`src/rtl/pipelined_chunk_adder.sv`:
```
// pipelined_chunk_adder
//   Pipelined WIDTH-bit add/subtract built from WIDTH/CHUNK ripple-carry
//   chunks, one chunk per stage, with the inter-chunk carry registered.
//   Latency is STAGES cycles, throughput one operation per cycle; the
//   whole pipe advances together and freezes completely under backpressure.
//
// Parameters
//   WIDTH  operand / result width
//   CHUNK  bits added per stage (WIDTH must be a multiple of CHUNK)
//   STAGES derived: WIDTH/CHUNK, equals the pipeline depth
//
// Ports
//   clk, rst_n           clock, asynchronous active-low reset
//   in_valid / in_ready  operand handshake (in_ready = !out_valid | out_ready)
//   a, b, cin, sub       operands; sub=0: a+b+cin, sub=1: a-b (cin ignored)
//   out_valid/out_ready  result handshake
//   sum, cout            result modulo 2^WIDTH; cout is no-borrow when sub=1
//   ovf                  signed overflow, present only with PCA_OVERFLOW_EN
//
// Optional feature macro: PCA_OVERFLOW_EN
module pipelined_chunk_adder #(
   parameter int WIDTH = 32,
   parameter int CHUNK = 8
) (
   input  logic             clk,
   input  logic             rst_n,
   input  logic             in_valid,
   output logic             in_ready,
   input  logic [WIDTH-1:0] a,
   input  logic [WIDTH-1:0] b,
   input  logic             cin,
   input  logic             sub,
   output logic             out_valid,
   input  logic             out_ready,
   output logic [WIDTH-1:0] sum,
   output logic             cout
`ifdef PCA_OVERFLOW_EN
   ,
   output logic             ovf
`endif
);

   localparam int STAGES = WIDTH / CHUNK;
   localparam int LAST   = STAGES - 1;

   if (CHUNK < 1 || (WIDTH % CHUNK) != 0) begin : g_bad_cfg
      $error("pipelined_chunk_adder: WIDTH must be a positive multiple of CHUNK");
   end

   logic advance;

   assign advance  = !out_valid || out_ready;
   assign in_ready = advance;

   for (genvar k = 0; k < STAGES; k++) begin : g_stage
      localparam int LO = k * CHUNK;
      localparam int BW = WIDTH - k * CHUNK;   // b' chunks still pending at this stage

      logic [WIDTH-1:0] w_in;
      logic [BW-1:0]    b_in;
      logic             c_in;
      logic             v_in;
      logic [CHUNK:0]   add;
      logic [WIDTH-1:0] w_nxt;

      // w carries finished sum chunks below LO+CHUNK and the still-unused
      // operand-A chunks above it, so skew and deskew share one register.
      logic             v;
      logic             c;
      logic [WIDTH-1:0] w;

      if (k == 0) begin : g_head
         assign w_in = a;
         assign b_in = sub ? ~b : b;
         assign c_in = sub | cin;
         assign v_in = in_valid;
      end else begin : g_body
         assign w_in = g_stage[k-1].w;
         assign b_in = g_stage[k-1].g_skew.bs;
         assign c_in = g_stage[k-1].c;
         assign v_in = g_stage[k-1].v;
      end

      always_comb begin
         add   = {1'b0, w_in[LO +: CHUNK]} + {1'b0, b_in[CHUNK-1:0]}
               + {{CHUNK{1'b0}}, c_in};
         w_nxt = w_in;
         w_nxt[LO +: CHUNK] = add[CHUNK-1:0];
      end

      // Data only moves with a valid token; bubbles leave the registers as-is.
      always_ff @(posedge clk or negedge rst_n) begin
         if (!rst_n) begin
            v <= 1'b0;
            c <= 1'b0;
            w <= '0;
         end else if (advance) begin
            v <= v_in;
            if (v_in) begin
               c <= add[CHUNK];
               w <= w_nxt;
            end
         end
      end

      if (k < LAST) begin : g_skew
         logic [BW-CHUNK-1:0] bs;

         always_ff @(posedge clk or negedge rst_n) begin
            if (!rst_n) begin
               bs <= '0;
            end else if (advance && v_in) begin
               bs <= b_in[BW-1:CHUNK];
            end
         end
      end
   end

   assign out_valid = g_stage[LAST].v;
   assign sum       = g_stage[LAST].w;
   assign cout      = g_stage[LAST].c;

`ifdef PCA_OVERFLOW_EN
   // Carry into the MSB is recovered from the MSB sum bit: a ^ b' ^ s.
   logic ovf_nxt;

   assign ovf_nxt = (g_stage[LAST].w_in[WIDTH-1] ^ g_stage[LAST].b_in[CHUNK-1]
                     ^ g_stage[LAST].add[CHUNK-1]) ^ g_stage[LAST].add[CHUNK];

   always_ff @(posedge clk or negedge rst_n) begin
      if (!rst_n) begin
         ovf <= 1'b0;
      end else if (advance && g_stage[LAST].v_in) begin
         ovf <= ovf_nxt;
      end
   end
`endif

endmodule

```
`config.mk`:
```
export PLATFORM = sky130hd
export DESIGN_NAME = pipelined_chunk_adder
export DESIGN_NICKNAME = d
export VERILOG_FILES = /design/src/rtl/pipelined_chunk_adder.sv
export SDC_FILE = /design/constraint.sdc
export NUM_CORES = 1
export LEC_CHECK = 0
export CAP_MARGIN = 20
export CORE_ASPECT_RATIO = 1.2
export CORE_MARGIN = 5
export CORE_UTILIZATION = 42
export CTS_BUF_LIST = sky130_fd_sc_hd__clkbuf_8
export CTS_CLUSTER_SIZE = 20
export DETAILED_ROUTE_END_ITERATION = 7
export PLACE_DENSITY_LB_ADDON = 0.1
export SLEW_MARGIN = 15
export SYNTH_ARGS = -nofsm -noshare
export SYNTH_HDL_FRONTEND = slang
export SYNTH_SLANG_ARGS = --single-unit
```
`constraint.sdc`:
```
create_clock -name clk -period 2.1 [get_ports clk]
set_input_delay 0.21 -clock clk [delete_from_list [all_inputs] [get_ports clk]]
set_output_delay 0.21 -clock clk [all_outputs]
set_load 0.03 [all_outputs]
```
==> flow_summary.yaml <==
synth:
  ys.warnings.count: 0
  yosys.area.top_type: "dfrtp_1"
  synth_enable_flop_cells: 0
  ys_seq_area_share_pct: 53.5
  synth_most_common_cell: "dfrtp_1"
  ys_types: 45
  ys_top_cells_by_count: "dfrtp_1 (184), mux2_2 (124), o21ai_0 (60)"
  synthCells: 672
  ys.flop_type: "dfrtp_1"
  synth.area.top_cells: "dfrtp_1 (54%), mux2_2 (16%), ha_1 (4.1%)"
  async_flop_share_pct: 100
  netlist.area_leader.share_pct: 53.5
  avgSynthCellArea_sq_um: 12.8
  syn_area_sq_um: 8600
  yosys_register_bits: 184
  synth_fp_nets: 778
critical_path:
  cp.arrival_ns: 2.42
  crit_start: "g_stage[0].g_skew.bs[0]$_DFFE_PN0P_"
  crit_required_ns: 2.45
  reg2reg_from: "g_stage[0].g_skew.bs[0]$_DFFE_PN0P_"
  r2r_slack_ns: 0.03
  r2r-end: "g_stage[1].w[12]$_DFFE_PN0P_"
  cp-end-kind: "flip-flop"
  path_max_fanout: 2
  startpoint_type: "flip-flop"
  path_class: "flip-flop to flip-flop"
  r2r_cells: 7
pwr:
  clkPwrFrac_pct: 14.3
  power.total_mw: 15.8
  peakVddDrop_uv: 678
  powerDensity_nw_per_um2: 1490
  internal_power_mw: 10.0
  p_sw_mw: 5.77
  pwr-share-seq_pct: 38.4
  p_comb_share_pct: 47.3
  cellLeakagePower_nw: 4.55
  swShare_pct: 36.5
timing:
  setup_violations: 0
  hold_violations: 0
  skew_ns: 0.0106
  maxSlewViolCount: 0
  finalCriticalPeriod_ns: 2.07
  slew-limit-headroom_pct: 62.8
  rsz0062_at_grt: "true"
  tightest_slew_ns: 0.558
  max_freq_mhz: 484
  period_share_pct: 98.4
cts:
  clkTransAtPathRegs_ns: 0.10
  cts_buffer_depth: 2
  clk_latency_ns: 0.45
  cts_tree: "yes"
  cts_sinks: 184
  cts_max_level: 4
  numCtsBuffers: 17
  clockRootBuffer: "clkbuf_8"
job:
  drv_cap: 0
placement:
  gp_congestion: 0.827
  numPortBuffers: 104
  dp_hpwl_um: 12700
global_routing:
  grt_pass1_vias: 5819
  grt_max_degree: 58
  grt_use_met3_pct: 3.44
  busiest_layer: "met2"
  grt_pass1_wl_um: 29500
  use_met1_pct: 21.3
  track_usage_pct: 15.4
  grt_use_met2_pct: 24.3
  grt_overflow_total: 0
  grt_antenna_before_repair: 0
route:
  drtPass1Iterations: 4
  route.detailed.drc: 0
  wl_um: 17300
  drt_iter0_drc: 310
  wire_per_inst_um: 16.1
  via_per_inst: 5.11
  ant_nets: 0
  vias: 5509
floorplanning:
  io_pins: 105
  fp-row-count: 57
  core_sq_um: 20200
  initial_utilization_pct: 42.6
  die_area_sq_um: 23500
  die_w_um: 141
  die_h_um: 167
cells_and_area:
  num-nets-final: 906
  area_growth_pct: 23.2
  antenna_cells: 0
  drive_gt1_share_pct: 27.8
  utilization_pct: 52.5
run_status:
  status: "completed"
hold_path:
  hold_path.class: "input pin to async pin"
metal layers:
metal,vias to the layer above,wire length (um)
li1,2676,-
met1,2696,7930
met2,119,8430
met3,18,690
met4,0,254
met5,-,0
cell type report:
type	instances	area [sq um]
multi-input combinational	443	3810
fill	1722	9580
tap	265	332
inverter	14	60.1
clock buffer	18	248
sequential	184	4600
clock inverter	14	124
timing repair buffer	140	1430
worst max-delay path, stage by stage (launching register included):
cell,delay (ns)
dfrtp_1,0.41
fa_2,0.43
fa_2,0.44
buf_4,0.16
a21o_1,0.16
a21oi_2,0.13
xor2_1,0.16
o21ai_1,0.08
worst max-delay path by stage:
stage                                         endpoint  slack [ns]  cells past startpoint
after global placement     g_stage[0].w[6]$_DFFE_PN0P_       -0.35                      9
after CTS                             cout$_DFFE_PN0P_       0.005                      6
after floorplan            g_stage[0].w[6]$_DFFE_PN0P_       -0.16                     10
after detailed placement   g_stage[0].w[6]$_DFFE_PN0P_       -0.38                      9
final                     g_stage[1].w[12]$_DFFE_PN0P_        0.03                      7
after global routing      g_stage[1].w[12]$_DFFE_PN0P_       -0.07                      7
power by group through the flow:
stage	logic [mW]	registers, mW	clock network (mW)
6_report	7.47	6.07	2.25
5_1_grt	8.26	6.30	2.50
4_1_cts	7.36	6.12	2.34
3_5_place_dp	7.28	6.19	0
3_3_place_gp	7.11	6.12	0
2_1_floorplan	4.68	6.48	0
layout by cell type (no fill, tap or decap), drive strengths merged, types with 3 or more instances in the layout:
| cell | netlist | layout |
|---|---|---|
| mux2 | 127 | 127 |
| o31ai | 3 | 3 |
| o221a | 4 | 4 |
| inv | 14 | 21 |
| a211oi | 11 | 11 |
| xor2 | 16 | 16 |
| o311ai | 6 | 6 |
| dfrtp | 184 | 184 |
| o21bai | 9 | 9 |
| o21a | 4 | 4 |
| clkdlybuf4s50 | 0 | 101 |
| a21oi | 8 | 8 |
| or3 | 5 | 5 |
| nand2b | 7 | 7 |
| a21o | 8 | 8 |
| o21ai | 60 | 60 |
| nor4b | 4 | 4 |
| nand3 | 6 | 6 |
| clkinv | 0 | 5 |
| clkbuf | 5 | 18 |
| nor2 | 13 | 13 |
| o31a | 4 | 4 |
| nor3 | 9 | 9 |
| ha | 28 | 28 |
| nand4b | 8 | 8 |
| buf | 26 | 37 |
| xnor2 | 27 | 27 |
| fa | 8 | 8 |
| or4 | 4 | 4 |
| nand2 | 45 | 45 |
| a2bb2oi | 3 | 3 |
cells by family (layout without fill, tap and decap cells):
kind of cell,after synthesis,in the layout,synth area share [%]
AO/OA/AOI/OAI,127,127,9.57
buffers and inverters,45,186,3.29
flip-flops,184,184,53.5
multiplexers,127,127,16.6
AND/OR/NAND/NOR,110,110,6.68
adder cells (fa/ha/maj),36,36,5.93
XOR/XNOR,43,43,4.38
sequential cells by signal (all words and copies together), names as in the netlist:
register / flops
cout: 1
g_stage.v: 3
sum: 32
g_stage.c: 3
g_stage.w: 96
out_valid: 1
g_stage.g_skew.bs: 48
per-stage QoR:
| step | instance area (sq um) | setup slack, ns | std cells | TNS [ns] | hold slack [ns] |
|---|---|---|---|---|---|
| after CTS | 10500 | 0.00460 | 1075 | 0 | 0.288 |
| after global routing | 10600 | -0.0742 | 1078 | -0.176 | 0.328 |
| final | 10600 | 0.0331 | 1078 | 0 | 0.298 |
| after detailed placement | 10100 | -0.376 | 1042 | -1.54 | 0.222 |
| after global placement | 10100 | -0.351 | 1042 | -1.29 | 0.225 |
| after floorplan | 8640 | -0.158 | 672 | -0.158 | -0.0856 |
timing repair:
action                                 in CTS  in global routing
setup endpoints to repair                   7                 12
endpoints found under the hold margin      53                  0
hold buffers                                1                  0
gates resized for setup                     6                 12
pin swaps                                   1                 15
buffers inserted                            0                  3
(Power assumes the default switching activity.)
